===== src/rtl/obi_multi_fifo_mailbox.sv =====
// Multi-channel mailbox: NUM_CH independent FIFOs between a writer OBI port
// (serial link) and a reader OBI port (core bus). Each channel exposes DATA,
// STATUS and FLUSH registers and drives a registered fill-level interrupt.
module obi_multi_fifo_mailbox #(
    parameter int DATA_WIDTH  = 32,
    parameter int ADDR_WIDTH  = 32,
    parameter int NUM_CH      = 4,
    parameter int DEPTH       = 8,
    parameter int IRQ_LEVEL   = 4,
    parameter int EMPTY_BLOCK = 1
) (
    input  logic                    clk_i,
    input  logic                    rst_ni,
    input  logic                    writer_req_i,
    output logic                    writer_gnt_o,
    output logic                    writer_rvalid_o,
    input  logic [ADDR_WIDTH-1:0]   writer_addr_i,
    input  logic                    writer_we_i,
    input  logic [DATA_WIDTH/8-1:0] writer_be_i,
    input  logic [DATA_WIDTH-1:0]   writer_wdata_i,
    output logic [DATA_WIDTH-1:0]   writer_rdata_o,
    input  logic                    reader_req_i,
    output logic                    reader_gnt_o,
    output logic                    reader_rvalid_o,
    input  logic [ADDR_WIDTH-1:0]   reader_addr_i,
    input  logic                    reader_we_i,
    input  logic [DATA_WIDTH/8-1:0] reader_be_i,
    input  logic [DATA_WIDTH-1:0]   reader_wdata_i,
    output logic [DATA_WIDTH-1:0]   reader_rdata_o,
    output logic [NUM_CH-1:0]       irq_o
);

    localparam int BE_W    = DATA_WIDTH / 8;
    localparam int CH_BITS = (NUM_CH > 1) ? $clog2(NUM_CH) : 1;
    localparam int PTR_W   = $clog2(DEPTH);
    localparam int LVL_W   = PTR_W + 1;

    localparam logic [1:0] REG_DATA   = 2'd0;
    localparam logic [1:0] REG_STATUS = 2'd1;
    localparam logic [1:0] REG_FLUSH  = 2'd2;

    // Per-channel FIFO state
    logic [LVL_W-1:0]      level_q [NUM_CH];
    logic [LVL_W-1:0]      level_d [NUM_CH];
    logic [PTR_W-1:0]      wptr_q  [NUM_CH];
    logic [PTR_W-1:0]      wptr_d  [NUM_CH];
    logic [PTR_W-1:0]      rptr_q  [NUM_CH];
    logic [PTR_W-1:0]      rptr_d  [NUM_CH];
    logic [DATA_WIDTH-1:0] mem_q   [NUM_CH][DEPTH];

    logic [NUM_CH-1:0]     irq_q, irq_d;
    logic [NUM_CH-1:0]     empty_vec, full_vec;
    logic [NUM_CH-1:0]     push_vec, pop_vec, flush_vec;

    // Response registers
    logic                  writer_rvalid_q, writer_rvalid_d;
    logic                  reader_rvalid_q, reader_rvalid_d;
    logic [DATA_WIDTH-1:0] writer_rdata_q, writer_rdata_d;
    logic [DATA_WIDTH-1:0] reader_rdata_q, reader_rdata_d;

    // Address decode
    logic [CH_BITS-1:0]    w_ch, r_ch;
    logic [1:0]            w_reg, r_reg;
    logic                  w_valid, r_valid;
    logic                  w_fire, r_fire;
    logic                  push, pop, w_flush, r_flush;
    logic [DATA_WIDTH-1:0] wdata_masked;

    // Only a few address bits are decoded; the reader never writes data.
    logic unused_inputs;
    assign unused_inputs = ^{writer_addr_i, reader_addr_i, reader_be_i, reader_wdata_i};

    // STATUS layout: [15:0] level, [16] empty, [17] full.
    function automatic logic [DATA_WIDTH-1:0] status_word(input logic [LVL_W-1:0] lvl);
        logic [DATA_WIDTH-1:0] s;
        s            = '0;
        s[LVL_W-1:0] = lvl;
        s[16]        = (lvl == '0);
        s[17]        = (lvl == LVL_W'(DEPTH));
        return s;
    endfunction

    assign w_ch    = (NUM_CH == 1) ? '0 : writer_addr_i[4 +: CH_BITS];
    assign r_ch    = (NUM_CH == 1) ? '0 : reader_addr_i[4 +: CH_BITS];
    assign w_reg   = writer_addr_i[3:2];
    assign r_reg   = reader_addr_i[3:2];
    assign w_valid = (NUM_CH == 1) || (int'(w_ch) < NUM_CH);
    assign r_valid = (NUM_CH == 1) || (int'(r_ch) < NUM_CH);

    genvar gi;
    generate
        for (gi = 0; gi < BE_W; gi++) begin : g_mask
            assign wdata_masked[8*gi +: 8] = writer_be_i[gi] ? writer_wdata_i[8*gi +: 8] : 8'h00;
        end
        for (gi = 0; gi < NUM_CH; gi++) begin : g_ch
            assign empty_vec[gi] = (level_q[gi] == '0);
            assign full_vec[gi]  = (level_q[gi] == LVL_W'(DEPTH));
            assign push_vec[gi]  = push && (w_ch == CH_BITS'(gi));
            assign pop_vec[gi]   = pop && (r_ch == CH_BITS'(gi));
            assign flush_vec[gi] = (w_flush && (w_ch == CH_BITS'(gi))) ||
                                   (r_flush && (r_ch == CH_BITS'(gi)));
        end
    endgenerate

    // Writer port: grant is only withheld for a DATA write into a full channel.
    always_comb begin
        writer_gnt_o    = !(w_valid && (w_reg == REG_DATA) && writer_we_i && full_vec[w_ch]);
        w_fire          = writer_req_i && writer_gnt_o;
        push            = w_fire && writer_we_i && w_valid && (w_reg == REG_DATA);
        w_flush         = w_fire && writer_we_i && w_valid && (w_reg == REG_FLUSH);
        writer_rvalid_d = w_fire;
        writer_rdata_d  = '0;
        if (w_fire && !writer_we_i && w_valid && (w_reg == REG_STATUS)) begin
            writer_rdata_d = status_word(level_q[w_ch]);
        end
    end

    // Reader port: a DATA read on an empty channel either stalls or returns 0.
    always_comb begin
        reader_gnt_o = 1'b1;
        if (EMPTY_BLOCK != 0) begin
            reader_gnt_o = !(r_valid && (r_reg == REG_DATA) && !reader_we_i && empty_vec[r_ch]);
        end
        r_fire          = reader_req_i && reader_gnt_o;
        pop             = r_fire && !reader_we_i && r_valid && (r_reg == REG_DATA) && !empty_vec[r_ch];
        r_flush         = r_fire && reader_we_i && r_valid && (r_reg == REG_FLUSH);
        reader_rvalid_d = r_fire;
        reader_rdata_d  = '0;
        if (r_fire && !reader_we_i && r_valid && (r_reg == REG_STATUS)) begin
            reader_rdata_d = status_word(level_q[r_ch]);
        end else if (pop) begin
            reader_rdata_d = mem_q[r_ch][rptr_q[r_ch]];
        end
    end

    // Next pointers/levels per channel; a flush overrides any push or pop.
    always_comb begin
        for (int c = 0; c < NUM_CH; c++) begin
            level_d[c] = level_q[c];
            wptr_d[c]  = wptr_q[c];
            rptr_d[c]  = rptr_q[c];
            if (flush_vec[c]) begin
                level_d[c] = '0;
                wptr_d[c]  = '0;
                rptr_d[c]  = '0;
            end else begin
                if (push_vec[c]) wptr_d[c] = wptr_q[c] + 1'b1;
                if (pop_vec[c])  rptr_d[c] = rptr_q[c] + 1'b1;
                if (push_vec[c] && !pop_vec[c]) level_d[c] = level_q[c] + 1'b1;
                if (pop_vec[c] && !push_vec[c]) level_d[c] = level_q[c] - 1'b1;
            end
            irq_d[c] = (level_d[c] >= LVL_W'(IRQ_LEVEL));
        end
    end

    // Storage write; contents need no reset because the pointers define validity.
    always_ff @(posedge clk_i) begin
        if (push) begin
            mem_q[w_ch][wptr_q[w_ch]] <= wdata_masked;
        end
    end

    // Control state and registered responses.
    always_ff @(posedge clk_i) begin
        if (!rst_ni) begin
            for (int c = 0; c < NUM_CH; c++) begin
                level_q[c] <= '0;
                wptr_q[c]  <= '0;
                rptr_q[c]  <= '0;
            end
            irq_q           <= '0;
            writer_rvalid_q <= 1'b0;
            reader_rvalid_q <= 1'b0;
            writer_rdata_q  <= '0;
            reader_rdata_q  <= '0;
        end else begin
            for (int c = 0; c < NUM_CH; c++) begin
                level_q[c] <= level_d[c];
                wptr_q[c]  <= wptr_d[c];
                rptr_q[c]  <= rptr_d[c];
            end
            irq_q           <= irq_d;
            writer_rvalid_q <= writer_rvalid_d;
            reader_rvalid_q <= reader_rvalid_d;
            writer_rdata_q  <= writer_rdata_d;
            reader_rdata_q  <= reader_rdata_d;
        end
    end

    assign writer_rvalid_o = writer_rvalid_q;
    assign reader_rvalid_o = reader_rvalid_q;
    assign writer_rdata_o  = writer_rdata_q;
    assign reader_rdata_o  = reader_rdata_q;
    assign irq_o           = irq_q;

endmodule

===== config.mk =====
export PLATFORM = sky130hd
export DESIGN_NAME = obi_multi_fifo_mailbox
export DESIGN_NICKNAME = d
export VERILOG_FILES = /design/src/rtl/obi_multi_fifo_mailbox.sv
export SDC_FILE = /design/constraint.sdc
export NUM_CORES = 1
export LEC_CHECK = 0
export BUFFER_PORTS_ARGS = -buffer_cell sky130_fd_sc_hd__buf_2
export CAP_MARGIN = 20
export CORE_ASPECT_RATIO = 0.5
export CORE_MARGIN = 5
export CORE_UTILIZATION = 61
export DETAILED_ROUTE_END_ITERATION = 8
export GPL_TIMING_DRIVEN = 0
export PLACE_DENSITY = 0.79
export SLEW_MARGIN = 20
export SYNTH_ARGS = -nofsm -noshare
export SYNTH_HDL_FRONTEND = slang
export SYNTH_SLANG_ARGS = --single-unit

===== constraint.sdc =====
create_clock -name clk_i -period 11.8 [get_ports clk_i]
set_input_delay 1.18 -clock clk_i [delete_from_list [all_inputs] [get_ports clk_i]]
set_output_delay 1.18 -clock clk_i [all_outputs]
set_load 0.02 [all_outputs]

==> impl_metrics.env <==
export IMPL_status="finished clean"
export IMPL_gp_congestion=0.873
export IMPL_end_kind="flop"
export IMPL_drive_above_1_share_pct=26.9
export IMPL_ys_async_sr_fraction_pct=0
export IMPL_cts_buffers=93
export IMPL_num_vias=23600
export IMPL_ys_seq_area_share_pct=74.6
export IMPL_clockBufferDepth=3
export IMPL_grt_pass1_wl_mm=163
export IMPL_ant_nets=0
export IMPL_synth_ff_type="edfxtp_1"
export IMPL_synthMuxAreaShare_pct=15.8
export IMPL_row_count=69
export IMPL_die_area_um2=77000
export IMPL_finalHoldViolations=0
export IMPL_synthSimpleGateAreaFrac_pct=3.78
export IMPL_top_usage_layer="met2"
export IMPL_maxCapViolCount=0
export IMPL_tns_ps=0
export IMPL_drc=0
export IMPL_drtPass1Iterations=5
export IMPL_min_path_type="reg2reg"
export IMPL_power_density_nw_per_um2=157
export IMPL_setup_violations=0
export IMPL_maxSlewViolCount=0
export IMPL_fin_crit_ps=4520
export IMPL_crit_type="in2reg"
export IMPL_period_share_pct=38.3
export IMPL_fmax_mhz=221
export IMPL_synth_area_per_cell_um2=20.1
export IMPL_antenna_found_initial=3
export IMPL_insertion_delay_ps=680
export IMPL_ys_seq_elements=1108
export IMPL_clock_sinks=1108
export IMPL_synth_top_family_by_area="multiplexers"
export IMPL_crit_path_start_kind="primary input"
export IMPL_start_util_pct=61.4
export IMPL_synth_cell_area_um2=43500
export IMPL_ys_warn_count=0
export IMPL_synth_xor_xnor_area_share_pct=0.645
export IMPL_finClkSkew_ps=25.5
export IMPL_pin_count=214
export IMPL_grt_max_degree=33
export IMPL_yosysUniqueCellTypes=54
export IMPL_dp_hpwl_mm=70.3
export IMPL_cp_required_ps=12170
export IMPL_cts_hold_fix_buffers=0
export IMPL_post_cts_setup_buffers=0
export IMPL_htree_num_levels=3
export IMPL_viasPerCell=6.83
export IMPL_syn2layout_area_growth_pct=13.5
export IMPL_rsz0062_at_grt="no"
export IMPL_cts_resized=0
export IMPL_power_leakage_uw=0.0160
export IMPL_worst_slew_pin_slew_ps=1180
export IMPL_critical_path_arrival_ps=4890
export IMPL_grt_pass1_vias=23800
export IMPL_cts_tree="done"
export IMPL_worstPathMaxFanout=18
export IMPL_portBuffers=94
export IMPL_grt_overflow=0
export IMPL_drt_iter0_drc=3998
export IMPL_synthAdderAreaFrac_pct=0.599
export IMPL_grt_use_met1_pct=40.3
export IMPL_clk_pin_slew_worst_paths_ps=60
export IMPL_drt_wirelength_per_cell_um=32.7
export IMPL_routed_wl_mm=113
export IMPL_slew_headroom_pct=21.4
export IMPL_synth_edff_count=1024
export IMPL_vdd_drop_max_v=0.000111
export IMPL_die_h_um=199
export IMPL_cts_root_buf="clkbuf_16"
export IMPL_final_nets=2580
export IMPL_fin_cells=3455
export IMPL_synthCells=2167
export IMPL_die_w_um=388
export IMPL_synth_compound_area_share_pct=2.80
export IMPL_use_met2_pct=46.8
export IMPL_use_met3_pct=8.82
export IMPL_placed_cells=3279
export IMPL_coreArea_um2=70800
export IMPL_grtUsageTotal_pct=29.7
-- metrics by stage --
stage | utilization, % | setup WS (ps) | hold WS [ps] | total power, µW | instance area [µm²]
3_5_place_dp | 65.3 | 6820 | 506 | 4710 | 46200
5_1_grt | 69.7 | 7260 | 536 | 7950 | 49300
2_1_floorplan | - | 7280 | 450 | 4600 | 43600
3_3_place_gp | 63.9 | 4830 | 474 | 4690 | 45200
4_1_cts | 69.6 | 7450 | 517 | 7750 | 49300
6_report | 69.7 | 7280 | 514 | 7750 | 49300
-- registers in the layout, summed over array words and instances, names as in the netlist --
name,flops
mem_q,1024
reader_rdata_o,32
rptr_q,12
irq_o,4
reader_rvalid_o,1
writer_rvalid_o,1
wptr_q,12
level_q,16
writer_rdata_o,6
-- cells by family (layout without fill, tap and decap cells) --
group                      count (synthesis)  after routing
AOI/OAI and AO/OA                        180            180
buffers and inverters                    156            457
other                                      1             30
and+or+nand+nor                          321            321
adders and majority gates                 21             21
DFF                                     1108           1108
xor gates and xnor gates                  32             32
muxes                                    348            348
-- cell type report --
type | instances | area, µm²
inverter | 14 | 55.1
clock buffer | 123 | 2560
fill | 4064 | 21500
buffer | 142 | 714
clock inverter | 47 | 479
sequential | 1108 | 32400
multi-input combinational | 928 | 10600
antenna | 4 | 10.0
tap | 958 | 1200
timing repair buffer | 131 | 1250
-- cells in the final DEF (no fill, tap or decap), types with 20 or more instances in the layout --
cell type / Yosys / final
and2_1: 39 / 26
ha_1: 20 / 20
nor2b_1: 57 / 57
buf_2: 41 / 135
conb_1: 1 / 26
a21oi_1: 58 / 58
nor2_1: 103 / 71
xnor2_1: 20 / 20
mux2i_1: 74 / 74
edfxtp_1: 1024 / 1024
buf_4: 33 / 33
clkbuf_16: 0 / 96
nor2_4: 0 / 32
nand2_1: 58 / 58
a211oi_1: 85 / 85
mux4_2: 270 / 270
clkbuf_1: 59 / 75
buf_12: 0 / 29
dfxtp_1: 84 / 84
-- worst paths after layout --
kind              cells after the start                      start                        end  slack (ps)
setup / recovery                      7           writer_addr_i[4]    mem_q[0][141]$_DFFE_PP_        7280
hold / removal                        2  wptr_q[0][2]$_SDFFE_PP0P_  wptr_q[0][2]$_SDFFE_PP0P_         510
setup reg to reg                      8   level_q[2][0]$_SDFF_PN0_    mem_q[0][141]$_DFFE_PP_        7460
hold reg to reg                       2  wptr_q[0][2]$_SDFFE_PP0P_  wptr_q[0][2]$_SDFFE_PP0P_         510
-- metal layers --
| layer | routed length, µm | up-vias | share of wire (%) |
|---|---|---|---|
| met5 | 0 | - | 0 |
| met4 | 4620 | 0 | 4.1 |
| met3 | 14800 | 284 | 13 |
| met2 | 53400 | 1922 | 47 |
| met1 | 40100 | 12100 | 35 |
| li1 | - | 9281 | - |
-- cells in the mapped netlist (all sizes together), types with 2 or more instances --
cell type,number,area (µm²)
mux2,4,45.0
mux2i,74,741
nand4,3,18.8
o21ai,13,65.1
a211o,2,17.5
buf,83,487
a32o,6,60.1
nor3b,4,30.0
a211oi,85,638
xor2,12,105
o221ai,4,35.0
a21oi,59,299
and3,5,31.3
nand3,10,50.1
mux4,270,6080
inv,14,55.1
and3b,4,35.0
edfxtp,1024,30700
nor4b,3,26.3
dfxtp,84,1680
a31oi,4,25.0
or2,3,18.8
nand2b,7,43.8
ha,20,250
o22ai,2,12.5
nor3,9,60.1
nor4,4,25.0
a311oi,3,26.3
and2,43,269
or3,2,17.5
nand2,58,218
nor2,103,387
clkbuf,59,221
nor2b,57,357
xnor2,20,175
-- where the power goes --
part / internal, µW / total (µW) / leakage, µW / switching, µW
clock: 1710 / 3120 / 0.00147 / 1400
sequential: 4290 / 4290 / 0.0101 / 5.88
combinational: 130 / 338 / 0.00440 / 208
total: 6130 / 7750 / 0.0160 / 1620
-- worst max-delay path: stages --
cell      delay (ps)
buf_2             90
clkbuf_1         540
mux4_2           660
nor3b_1          760
nand2_1          520
nor2_4           830
buf_12           270
(Power assumes the default switching activity.)
